## src/rtl/mult_arbiter.sv

```systemverilog
// Two-requester front end for one shared combinational 16x16 multiplier.
// Round-robin grant, registered operands, product sampled after SETTLE_CYCLES.
module mult_arbiter #(
  parameter int SETTLE_CYCLES = 2  // legal range 1..15
) (
  input  logic        clk,
  input  logic        rst_n,
  input  logic        req0_valid,
  output logic        req0_ready,
  input  logic [15:0] req0_a,
  input  logic [15:0] req0_b,
  output logic        rsp0_valid,
  input  logic        rsp0_ready,
  output logic [31:0] rsp0_p,
  input  logic        req1_valid,
  output logic        req1_ready,
  input  logic [15:0] req1_a,
  input  logic [15:0] req1_b,
  output logic        rsp1_valid,
  input  logic        rsp1_ready,
  output logic [31:0] rsp1_p,
  output logic [15:0] mul_a,
  output logic [15:0] mul_b,
  input  logic [31:0] mul_p,
  output logic        busy
);

  // Handshake: a transfer happens on a rising edge where valid and ready are
  // both high; ready never depends on the same requester's data, only on valid.
  typedef enum logic [1:0] {IDLE, SETTLE, RESP} state_t;

  state_t      state_q, state_d;
  logic [15:0] mul_a_q, mul_a_d;
  logic [15:0] mul_b_q, mul_b_d;
  logic [31:0] result_q, result_d;
  logic [3:0]  cnt_q, cnt_d;
  logic        gnt_q, gnt_d;
  logic        last_q, last_d;

  logic grant;
  logic accept;
  logic rsp_ready_g;

  // On a tie the requester not served last wins; otherwise whoever is valid.
  always_comb begin
    if (req0_valid && req1_valid) grant = ~last_q;
    else                          grant = req1_valid;
  end

  assign req0_ready  = rst_n && (state_q == IDLE) && req0_valid && !grant;
  assign req1_ready  = rst_n && (state_q == IDLE) && req1_valid &&  grant;
  assign accept      = (req0_valid && req0_ready) || (req1_valid && req1_ready);
  assign rsp_ready_g = gnt_q ? rsp1_ready : rsp0_ready;

  always_comb begin
    state_d  = state_q;
    mul_a_d  = mul_a_q;
    mul_b_d  = mul_b_q;
    result_d = result_q;
    cnt_d    = cnt_q;
    gnt_d    = gnt_q;
    last_d   = last_q;
    case (state_q)
      IDLE: begin
        if (accept) begin
          mul_a_d = grant ? req1_a : req0_a;
          mul_b_d = grant ? req1_b : req0_b;
          gnt_d   = grant;
          last_d  = grant;
          cnt_d   = 4'(SETTLE_CYCLES - 1);
          state_d = SETTLE;
        end
      end
      SETTLE: begin
        if (cnt_q == 4'd0) begin
          result_d = mul_p;
          state_d  = RESP;
        end else begin
          cnt_d = cnt_q - 4'd1;
        end
      end
      RESP: begin
        if (rsp_ready_g) state_d = IDLE;
      end
      default: state_d = IDLE;
    endcase
  end

  always_ff @(posedge clk or negedge rst_n) begin
    if (!rst_n) begin
      state_q  <= IDLE;
      mul_a_q  <= '0;
      mul_b_q  <= '0;
      result_q <= '0;
      cnt_q    <= '0;
      gnt_q    <= 1'b0;
      last_q   <= 1'b1;
    end else begin
      state_q  <= state_d;
      mul_a_q  <= mul_a_d;
      mul_b_q  <= mul_b_d;
      result_q <= result_d;
      cnt_q    <= cnt_d;
      gnt_q    <= gnt_d;
      last_q   <= last_d;
    end
  end

  assign mul_a      = mul_a_q;
  assign mul_b      = mul_b_q;
  assign busy       = (state_q != IDLE);
  assign rsp0_valid = (state_q == RESP) && !gnt_q;
  assign rsp1_valid = (state_q == RESP) &&  gnt_q;
  assign rsp0_p     = rsp0_valid ? result_q : 32'd0;
  assign rsp1_p     = rsp1_valid ? result_q : 32'd0;

endmodule
```

## config.mk

```make
export PLATFORM = sky130hd
export DESIGN_NAME = mult_arbiter
export DESIGN_NICKNAME = d
export VERILOG_FILES = /design/src/rtl/mult_arbiter.sv
export SDC_FILE = /design/constraint.sdc
export NUM_CORES = 1
export LEC_CHECK = 0
export BUFFER_PORTS_ARGS = -buffer_cell sky130_fd_sc_hd__buf_2
export CAP_MARGIN = 20
export CORE_ASPECT_RATIO = 1.5
export CORE_MARGIN = 3
export CORE_UTILIZATION = 40
export CTS_CLUSTER_SIZE = 16
export DETAILED_ROUTE_END_ITERATION = 16
export HOLD_SLACK_MARGIN = 0.12
export PLACE_DENSITY = 0.73
export REMOVE_ABC_BUFFERS = 1
export SETUP_SLACK_MARGIN = 0.05
export SLEW_MARGIN = 20
export SYNTH_ARGS = -nofsm -noshare
export SYNTH_HDL_FRONTEND = slang
export SYNTH_SLANG_ARGS = --single-unit
```

## constraint.sdc

```tcl
create_clock -name clk -period 2.4 [get_ports clk]
set_input_delay 0.48 -clock clk [delete_from_list [all_inputs] [get_ports clk]]
set_output_delay 0.48 -clock clk [all_outputs]
set_load 0.05 [all_outputs]
```

Yosys cells after proc, flatten, opt, wreduce, memory -nomap -nowiden --
Cells that the tools add are included.
Operators by class: add/subtract/negate cells 1, eq/ne operators 6, multiplexer cells 13, bitwise logic cells 1, reduce and logical (&&, ||, !) cells 21
Operators by type and width (number):
- two-way mux 32 bit | 2
- two-way mux 16 bit | 2
- logical AND 1 bit | 10
- two-way mux 4 bit | 2
- inequality test 2 bit, second input constant | 4
- case mux 4 bit (2 select lines) | 1
- two-way mux 2 bit | 3
- case mux 2 bit (3 select lines) | 1
- AND reduction 3 bit | 2
- zero test 4 bit | 1
- AND reduction 2 bit | 2
- nonzero test 2 bit | 2
- subtractor 4 x 1 -> 4 bit, second input constant | 1
- == test 2 x 1 -> 1 bit, second input constant | 1
- == test 2 bit, second input constant | 1
- zero test 1 bit | 2
- zero test 2 bit | 1
- two-way mux 1 bit | 2
- logical OR 1 bit | 1
- inverter 1 bit | 1
Word-level totals: register bits 72, input port bits 102, output and inout port bits 101, logic and storage cells 49

Logic depth before layout (Yosys ltp) --
depth after elaboration 8, gate-level depth with buffers 6

Least setup slack after synthesis --
OpenSTA, ideal clock, no wires.
path kind register to output, start point reg state_q[0], end point out rsp1_p[22], arrival time 1.987 ns, data required time 1.920 ns, setup slack -0.067 ns, cell stages (with the launch flop) 6, cell sequence dfrtp_1 buf_4 and3b_1 clkbuf_1 clkbuf_1 and2_1
On the way: longest elaborated chain between the ends 3
Ends and longest elaborated chain:
- start: declaration | RTL line 32 | state_t state_q, state_d;
- start signal: assignment | RTL line 99 | state_q <= state_d;
- == test 2 bit | RTL line 113 | assign rsp1_valid = (state_q == RESP) && gnt_q;
- logical AND 1 bit | RTL line 113
- via rsp1_valid | RTL line 19 | output logic rsp1_valid,
- two-way mux 32 bit | RTL line 115 | assign rsp1_p = rsp1_valid ? result_q : 32'd0;
- end: declaration | RTL line 21 | output logic [31:0] rsp1_p,
The timed path passes the listed nets, and every way through them passes these cells.

Worst setup path in the final report --
start point reg state_q[0], end point out rsp1_p[4]
On the way: longest elaborated chain between the ends 3
Ends and longest elaborated chain (RTL line):
- == test 2 bit | 113
- logical AND 1 bit | 113
- two-way mux 32 bit | 115
Every way passes these cells.

==> results.md <==
- Synth Flop Type: dfrtp_1
- Syn_area_per_cell: 13.2 µm²
- Post-synth top area share: a little under half
- Outcome: finished, final reports clean
- Commonest cells in the netlist: 71 x dfrtp_1, 69 x mux2_2, 65 x and2_1
- Startpoint Class: flop
- Cts hold-fix bufs: 0
- GR Overflow Total: 0
- Mux contribution to synthesized area: 31.9%
- Die Ht: 126 µm
- Peak VDD IR: 0.727 mV
- Die ar.: around 11000 µm²
- Ant. Diodes: 0
- Post-Route Skew: 0.0107 ns
- Flop-to-flop setup slack: 0.22 ns
- Synth Area in XOR/XNOR: 0%
- Initial antenna violation count: 0
- Sw Share: about two fifths
- Post-CTS Resized: 0
- Largest family of logic cells by synthesized area: multiplexers
- Die W: 85.7 µm
- Fin util: ~57%
- Synth cell types: 31
- Clk sinks: 72
- Max cap viols: 0
- Via count: 2867
- Share of cells above drive strength 1: between 60% and 70%
- Worst r2r src: cnt_q[0]
- Cell row count: 43
- R2r endpoint: result_q[18]
- Synth area leaders: dfrtp_1 47%, mux2_2 20%, mux2_4 11%
- Drt first-iter violations: 56
- Relative slew slack: approximately two fifths
- Reg2Reg Depth: 6
- CTS tree: built
- Core Footprint: about 9000 µm²
- Port-buffer cells: 202
- Arr. time, crit path: about 1.8 ns
- First-pass DRT Iterations: 4
- Sequential power share: 31.6%
- Synthesis-to-layout area growth: 38.5%
- H-tree levels: 3
- Clock slew at reported path FFs: 0.06 ns
- Seq/Total Area, Yosys: around 47%
- Largest area contributor in the netlist: dfrtp_1
- Yosys warns: 0
- Clock Latency Late Sink: 0.33 ns
- Fin Setup TNS: 0 ns
- Cells after synthesis: 288
- Combinational Power Share: 47.5%
- Via/cell ratio: 4.72
- Yosys reg bits: 72
- FMAX: 0.448 GHz
- Fin crit share: slightly above 90%
- Sw Pwr: around 3.0 mW
- PD cells: 1380 nW/µm²
- Number of top-level pins: 203
- GP Congestion: 0.801
- Final setup viols: 0
- Synth Cell Area: 3810 µm²
- CTS buffer count: 9
- Clock share of power: 20.9%
- CTS Buffer Depth: 2
- Total Routing Usage GR: about 16%
- Drt total wl: between 8000 and 9000 µm
- Routed len/inst: 13.9 µm
- Slew at the pin closest to its max-slew limit: 0.881 ns
- DR DRC count: 0
- Adder-cell area share of the yosys netlist: 0.656%
- EDFF count, synth: 0
- First-pass GRT wire length: 13600 µm
- Simple-Gate Fraction of Synth Area: 13.8%
- Post-route cell area: 5280 µm²
- Root buffer cell: clkbuf_16
- Post-CTS setup buffers: 0
- Post-synth ARST share: 100%
- Top-count cell post-synth: dfrtp_1
- Worst min path class: in -> async
- Dpl cell area: 4930 µm²
- Compound-Gate Fraction of Synth Area: under 10%
- Vias in the first global route: between 2000 and 3000
- Power Internal: 4.30 mW
- Final ANT Viol Nets: 0
- Largest net degree at the start of global routing: 73
- NumNets Final: ~600
- HPWL after detailed placement: 6420 µm
- DP Worst Slack: 0.210 ns
- Filler cell count: 786
- Critical Path RT: 1.92 ns
- Critical path class: reg -> out
- Crit path max fanout: 34
- RSZ-0062 raised after global routing: yes
- Tmin final: 2.23 ns
- Final worst slack: 0.169 ns
- Starting Density: approximately two fifths
- Static Leakage: 2.82 nW
- Fin. max-slew vios: 0
- Setup crit end kind: primary output
- Final hold violation count: 0
-- stage by stage --
stage	power [mW]	cells	hold slack [ns]
finish	7.28	608	0.363
global route	7.68	608	0.359
CTS	7.37	608	0.360
detailed placement	5.81	592	0.490
global placement	5.70	592	0.486
floorplan	4.93	270	0.184
-- power by group through the flow --
stage	Combinational [mW]	Sequential [mW]	Clock [mW]
finish	3.46	2.30	1.52
CTS	3.49	2.31	1.57
detailed placement	3.51	2.30	0
global route	3.66	2.40	1.61
floorplan	1.76	3.17	0
global placement	3.41	2.29	0
-- logic make-up (layout without fill, tap and decap cells) --
group	after synthesis	after routing
multiplexers	99	99
flip-flops	72	72
buffers and inverters	23	231
AND/OR/NAND/NOR	79	79
adder cells (fa/ha/maj)	2	2
AO/OA/AOI/OAI	13	13
-- cell type report --
type | count | area (µm²) | share of cell area [%]
inverters | 5 | 18.8 | 0.355
clock buffers | 11 | 243 | 4.59
multi-input cells | 193 | 1880 | 35.5
well taps | 112 | 140 | 2.65
repair buffers | 210 | 1100 | 20.7
clock inverters | 5 | 104 | 1.97
flip-flops and latches | 72 | 1800 | 34.1
-- cell usage in the layout (no fill, tap or decap), drive strengths merged, types with 2 or more instances in the layout --
cell / count
buf: 209
mux2: 97
dfrtp: 71
nor3b: 3
a21o: 2
clkinv: 2
inv: 5
mux2i: 2
nor3: 2
bufinv: 3
ha: 2
clkbuf: 12
and2: 65
o2bb2ai: 2
a21oi: 2
nor2: 4
-- state kept, by name (all words and copies together) (netlist names) --
register / cells
mul_b: 16
cnt_q: 4
state_q: 2
last_q: 1
gnt_q: 1
result_q: 32
mul_a: 16
-- worst max path at each step --
stage               startpoint           end  slack [ns]  depth (start not counted)
finish              state_q[0]     rsp1_p[4]        0.17                          4
floorplan           state_q[0]     rsp0_p[0]       -0.42                          2
detailed placement    cnt_q[0]  result_q[19]        0.21                          6
global placement      cnt_q[0]  result_q[19]        0.32                          6
global route        state_q[0]     rsp0_p[0]        0.05                          4
CTS                 state_q[1]    rsp0_p[14]        0.06                          4
-- critical path: stages (launching register included) --
cell and delay [ns]:
dfrtp_1 0.50, and3b_1 0.29, buf_6 0.21, and2_1 0.16, buf_2 0.26
-- per-layer routing --
| layer | track usage, % | part of all wire, % | up-vias | wire [µm] |
|---|---|---|---|---|
| li1 | - | - | 1392 | - |
| met1 | 18.2 | 40 | 1302 | 3370 |
| met2 | 27.1 | 49 | 158 | 4100 |
| met3 | 4.61 | 9.4 | 15 | 789 |
| met4 | 8.48 | 2.1 | 0 | 179 |
| met5 | 0 | 0 | - | 0 |
Note: power is estimated with default switching activity, not from simulation.
